**config.mk**
```make
export PLATFORM = sky130hd
export DESIGN_NAME = video_stream_scheduler
export DESIGN_NICKNAME = d
export VERILOG_FILES = /design/src/rtl/video_stream_scheduler.sv
export SDC_FILE = /design/constraint.sdc
export NUM_CORES = 1
export LEC_CHECK = 0
export BUFFER_PORTS_ARGS = -buffer_cell sky130_fd_sc_hd__buf_2
export CAP_MARGIN = 20
export CORE_AREA = 2 2 139 141
export CTS_BUF_LIST = sky130_fd_sc_hd__clkbuf_4
export DETAILED_ROUTE_END_ITERATION = 12
export DIE_AREA = 0 0 141 143
export GPL_TIMING_DRIVEN = 0
export SLEW_MARGIN = 20
export SYNTH_ARGS = -nofsm -noshare
export SYNTH_HDL_FRONTEND = slang
export SYNTH_SLANG_ARGS = --single-unit
```
**constraint.sdc**
```tcl
create_clock -name aclk -period 3.2 [get_ports aclk]
set_input_delay 0.32 -clock aclk [delete_from_list [all_inputs] [get_ports aclk]]
set_output_delay 0.32 -clock aclk [all_outputs]
set_load 0.03 [all_outputs]
```
**src/rtl/video_stream_scheduler.sv**
```systemverilog
// Packet-level round-robin scheduler sharing one AXI-stream output among NUM_SRC sources.
// A grant lasts until t_last or until the beat limit, and each output beat carries its source index on t_dest.
module video_stream_scheduler #(
    parameter int NUM_SRC    = 4,
    parameter int DATA_WIDTH = 64,
    parameter int USER_WIDTH = 1,
    parameter int DEST_WIDTH = 3,
    parameter int MAX_BEATS  = 4096,
    localparam int GW        = (NUM_SRC > 1) ? $clog2(NUM_SRC) : 1
) (
    input  logic                          aclk,
    input  logic                          areset,
    input  logic [NUM_SRC-1:0]            src_t_valid,
    output logic [NUM_SRC-1:0]            src_t_ready,
    input  logic [NUM_SRC*DATA_WIDTH-1:0] src_t_data,
    input  logic [NUM_SRC-1:0]            src_t_last,
    input  logic [NUM_SRC*USER_WIDTH-1:0] src_t_user,
    input  logic [NUM_SRC-1:0]            src_enable,
    output logic                          dst_t_valid,
    input  logic                          dst_t_ready,
    output logic [DATA_WIDTH-1:0]         dst_t_data,
    output logic                          dst_t_last,
    output logic [USER_WIDTH-1:0]         dst_t_user,
    output logic [DEST_WIDTH-1:0]         dst_t_dest,
    output logic [DATA_WIDTH/8-1:0]       dst_t_keep,
    output logic [GW-1:0]                 grant_id,
    output logic                          busy,
    output logic                          err_overlen,
    input  logic                          err_clear
);

    localparam int CW = (MAX_BEATS > 1) ? $clog2(MAX_BEATS) : 1;

    typedef enum logic {S_IDLE = 1'b0, S_GRANT = 1'b1} state_t;

    state_t                  r_state;
    state_t                  w_state_next;
    logic [GW-1:0]           r_grant;
    logic [GW-1:0]           r_last_grant;
    logic [CW-1:0]           r_beat_cnt;
    logic                    r_dst_valid;
    logic [DATA_WIDTH-1:0]   r_dst_data;
    logic                    r_dst_last;
    logic [USER_WIDTH-1:0]   r_dst_user;
    logic [DEST_WIDTH-1:0]   r_dst_dest;
    logic                    r_err;

    logic [NUM_SRC-1:0]      w_eligible;
    logic [GW-1:0]           w_cand;
    logic [GW-1:0]           w_winner;
    logic                    w_found;
    logic                    w_out_free;
    logic                    w_accept;
    logic                    w_limit;
    logic                    w_src_last;
    logic                    w_end_pkt;

    function automatic logic [GW-1:0] wrap_idx(input logic [GW-1:0] base, input int unsigned ofs);
        int unsigned sum;
        sum = (32'(base) + ofs) % NUM_SRC;
        return sum[GW-1:0];
    endfunction

    assign w_eligible = src_t_valid & src_enable;

    // Round-robin search starts one past the previous winner, so that source is considered last.
    always_comb begin
        w_found  = 1'b0;
        w_winner = r_last_grant;
        w_cand   = '0;
        for (int k = 1; k <= NUM_SRC; k++) begin
            w_cand = wrap_idx(r_last_grant, k);
            if (!w_found && w_eligible[w_cand]) begin
                w_found  = 1'b1;
                w_winner = w_cand;
            end
        end
    end

    assign w_out_free = !r_dst_valid || dst_t_ready;
    assign w_src_last = src_t_last[r_grant];
    assign w_accept   = (r_state == S_GRANT) && src_t_valid[r_grant] && w_out_free;
    assign w_end_pkt  = w_accept && (w_src_last || w_limit);

    generate
        if (MAX_BEATS > 0) begin : g_limit
            assign w_limit = (r_beat_cnt == CW'(MAX_BEATS - 1));
        end else begin : g_no_limit
            assign w_limit = 1'b0;
        end
    endgenerate

    generate
        for (genvar gi = 0; gi < NUM_SRC; gi++) begin : g_ready
            assign src_t_ready[gi] = (r_state == S_GRANT) && (r_grant == GW'(gi)) && w_out_free;
        end
    endgenerate

    always_ff @(posedge aclk or posedge areset) begin
        if (areset) begin
            r_state <= S_IDLE;
        end else begin
            r_state <= w_state_next;
        end
    end

    always_comb begin
        w_state_next = r_state;
        case (r_state)
            S_IDLE:  if (w_found)   w_state_next = S_GRANT;
            S_GRANT: if (w_end_pkt) w_state_next = S_IDLE;
            default: w_state_next = S_IDLE;
        endcase
    end

    always_ff @(posedge aclk or posedge areset) begin
        if (areset) begin
            r_grant      <= '0;
            r_last_grant <= GW'(NUM_SRC - 1);
            r_beat_cnt   <= '0;
            r_dst_valid  <= 1'b0;
            r_dst_data   <= '0;
            r_dst_last   <= 1'b0;
            r_dst_user   <= '0;
            r_dst_dest   <= '0;
            r_err        <= 1'b0;
        end else begin
            if (r_state == S_IDLE && w_found) begin
                r_grant    <= w_winner;
                r_beat_cnt <= '0;
            end else if (w_accept) begin
                r_beat_cnt <= r_beat_cnt + CW'(1);
            end

            if (w_end_pkt) begin
                r_last_grant <= r_grant;
            end

            // A beat cut short by the limit is still marked last so downstream sees a closed packet.
            if (w_accept) begin
                r_dst_valid <= 1'b1;
                r_dst_data  <= src_t_data[r_grant*DATA_WIDTH +: DATA_WIDTH];
                r_dst_user  <= src_t_user[r_grant*USER_WIDTH +: USER_WIDTH];
                r_dst_last  <= w_src_last || w_limit;
                r_dst_dest  <= DEST_WIDTH'(r_grant);
            end else if (dst_t_ready) begin
                r_dst_valid <= 1'b0;
            end

            if (w_accept && w_limit && !w_src_last) begin
                r_err <= 1'b1;
            end else if (err_clear) begin
                r_err <= 1'b0;
            end
        end
    end

    assign dst_t_valid = r_dst_valid;
    assign dst_t_data  = r_dst_data;
    assign dst_t_last  = r_dst_last;
    assign dst_t_user  = r_dst_user;
    assign dst_t_dest  = r_dst_dest;
    assign dst_t_keep  = '1;
    assign grant_id    = r_grant;
    assign busy        = (r_state == S_GRANT);
    assign err_overlen = r_err;

endmodule
```
==> run_results.csv <==
group,metric,value,unit
outcome,status,"finished, final reports clean",
final_layout,stdcell_area,7490,sq um
floorplan,die-area,20200,sq um
timing,period_share,82.9,%
timing,worst_pin_slew,0.956,ns
cts,cts-root-buf,"clkbuf_4",
floorplan,dieHeight,143,um
synthesis,synth_compound_area_share,4.58,%
floorplan,rows,50,
synthesis,yosys.area_share.xor_xnor,0.167,%
setup_path,startpoint_type,"flip-flop",
setup_path,required,2.88,ns
cts,clk_path_buf_depth,2,
timing,fin_worst_skew,0.0277,ns
cts,cts_resized,0,
final_layout,most-common-layout-cells,"buf_2, dfrtp_1, mux4_2, mux2_2, nand2_1",
place,place_ws,0.615,ns
timing,finalCriticalPeriod,2.65,ns
setup_path,crit_arrival,2.33,ns
synthesis,synth_seq_cells,87,
synthesis,ys_types,46,
setup_path,r2r_slack,0.71,ns
cts,cts_buffers,9,
timing,rsz0062_at_grt,"false",
power,power_density,925,nW/um^2
final_layout,final_common_cell,"buf_2",
detailed_routing,routed_via_density,4.85,
timing,drv_slew,0,
hold_path,holdCritPathClass,"input port to flip-flop",
floorplan,coreArea,18600,sq um
floorplan,start_util,28.2,%
timing,slew_headroom,36.3,%
place,hpwl,15.1,mm
hold_path,min_delay_worst_endpoint,"err_overlen",
cts,insertion_delay,0.46,ns
power,p_leak,3.56,nW
grt,grt_max_degree,48,
detailed_routing,drt_pass1_iterations,4,
power,ir_drop,0.401,mV
cts,post_cts_buffers,0,
setup_path,crit_start,"grant_id[0]",
grt,grt_usage,17.5,%
final_layout,syn_to_final_growth,42.8,%
detailed_routing,wl,18.4,mm
setup_path,r2r_cells,4,
setup_path,worstSetupPathType,"flip-flop to output pin",
final_layout,num-nets-final,1011,
place,gp_congestion,0.802,
detailed_routing,ant_nets,0,
detailed_routing,vias,4724,
grt,antenna_found_initial,1,
synthesis,synth_top_family_by_area,"multiplexers",
cts,cts_tree,"yes",
floorplan,dieWidth,141,um
hold_path,whs_path_depth,3,
synthesis,synth_edf_count,0,
detailed_routing,drcViolationCount,0,
synthesis,synth_fa_ha_area_share,0.238,%
cts,postCtsHoldBufs,1,
synthesis,synth_area,5250,sq um
grt,grt_pass1_vias,4600,
synthesis,synth_area_per_cell,14.5,sq um
synthesis,seq_area_frac_synth,41.5,%
setup_path,rr_endpoint,"dst_t_data[2]",
flow_run,drv_cap,0,
setup_path,cp-end-kind,"output pin",
synthesis,syn-instance-count,362,
cts,path_clk_slew,0.14,ns
floorplan,ioPinCount,362,
detailed_routing,drt_iter0_markers,192,
synthesis,ys.flop_type,"dfrtp_1",
grt,grt_pass1_wl,26.5,mm
final_layout,drive_gt1_share,71.3,%
hold_path,min_from,"err_clear",
setup_path,worstReg2RegStart,"grant_id[0]",
timing,fmax,377,MHz
timing,setup_ws,0.546,ns
timing,hold_viol,0,
detailed_routing,wl_per_cell,18.9,um
synthesis,yosysWarnings,0,
timing,tns,0,ns
synthesis,async_reset_ff_share,100,%
timing,setup_viol,0,
place,port_buffers,352,
place,place_area,7360,sq um
cts,cts_sinks,87,
synthesis,muxShareOfSynthArea,43.4,%
grt,overflow,0,
cts,htree_levels,3,
setup_path,cp_max_fo,10,
synthesis,yosys.area_share.simple,5.63,%
==> routing by layer <==
layer	vias up	global-route usage, %	share of wire (%)
li1	2155	-	-
met1	2324	23.0	42
met2	221	28.7	49
met3	24	4.06	7.0
met4	0	6.11	2.2
met5	-	0	0
==> critical path, stage by stage, from the launching register on <==
cell and delay, ns:
dfrtp_1 0.41, buf_2 0.30, buf_1 0.52, inv_1 0.21, nor3_1 0.21, buf_2 0.23
==> Yosys cell counts (all sizes together) (2+ instances only) <==
library cell / n / area share (%)
dfrtp: 85 / 41
mux4: 67 / 29
mux2: 65 / 14
nand2: 25 / 1.8
buf: 22 / 2.9
clkbuf: 15 / 1.1
o21ai: 9 / 0.86
nand3: 8 / 0.76
nor2: 6 / 0.43
inv: 5 / 0.36
o211ai: 5 / 0.72
o31ai: 5 / 0.72
nand4: 4 / 0.48
a21oi: 3 / 0.29
nor3: 3 / 0.29
a222oi: 2 / 0.38
and3: 2 / 0.24
and4: 2 / 0.33
conb: 2 / 0.14
dfstp: 2 / 1.0
mux2i: 2 / 0.38
nand2b: 2 / 0.24
or3: 2 / 0.24
==> worst max path at each step <==
| stage | to | slack, ns | cells past startpoint |
|---|---|---|---|
| after detailed placement | dst_t_data[44] | 0.61 | 5 |
| final | src_t_ready[1] | 0.55 | 5 |
| after CTS | src_t_ready[1] | 0.41 | 5 |
| after global placement | dst_t_valid | -0.66 | 2 |
| after global routing | src_t_ready[1] | 0.26 | 5 |
| after floorplan | busy | 0.63 | 1 |
==> per-stage QoR <==
step / total power [mW] / utilization (%) / std cells / hold WS, ns
global route: 7.38 / 40.3 / 974 / 0.100
detailed placement: 6.45 / 39.6 / 956 / 0.358
CTS: 7.04 / 40.3 / 973 / 0.0592
global placement: 6.38 / 39.4 / 955 / 0.462
finish: 6.93 / 40.3 / 974 / 0.110
floorplan: 5.13 / - / 369 / 0.451
==> area by class of cell <==
class / count / area [sq um]
Clock buffer: 10 / 75.1
Timing Repair Buffer: 354 / 1800
Antenna cell: 1 / 2.50
Multi-Input combinational cell: 240 / 2870
Sequential cell: 87 / 2180
Clock inverter: 6 / 43.8
Buffer: 37 / 206
Inverter: 5 / 23.8
Fill cell: 1830 / 11100
Tap cell: 234 / 293
==> sequential cells by signal, indices dropped and copies added, names as in the netlist <==
| name | cells |
|---|---|
| dst_t_valid | 1 |
| dst_t_data | 64 |
| dst_t_dest | 2 |
| grant_id | 2 |
| err_overlen | 1 |
| r_beat_cnt | 12 |
| dst_t_user | 1 |
| r_last_grant | 2 |
| dst_t_last | 1 |
| busy | 1 |
==> kinds of logic (layout without fill, tap and decap cells) <==
family / count (synthesis) / after routing
AO/OA/AOI/OAI: 35 / 35
XOR/XNOR: 1 / 1
adder cells (fa/ha/maj): 1 / 1
buffers and inverters: 42 / 412
flip-flops: 87 / 87
multiplexers: 134 / 134
other: 2 / 10
AND/OR/NAND/NOR: 60 / 60
==> report_power, final <==
part	internal, mW	switching [mW]	total [mW]	leakage, nW
logic	1.98	2.49	4.47	2.44
clock network	0.173	0.410	0.583	0.0672
registers	1.62	0.263	1.88	1.05
No activity file was read; power rests on OpenSTA's default activity.
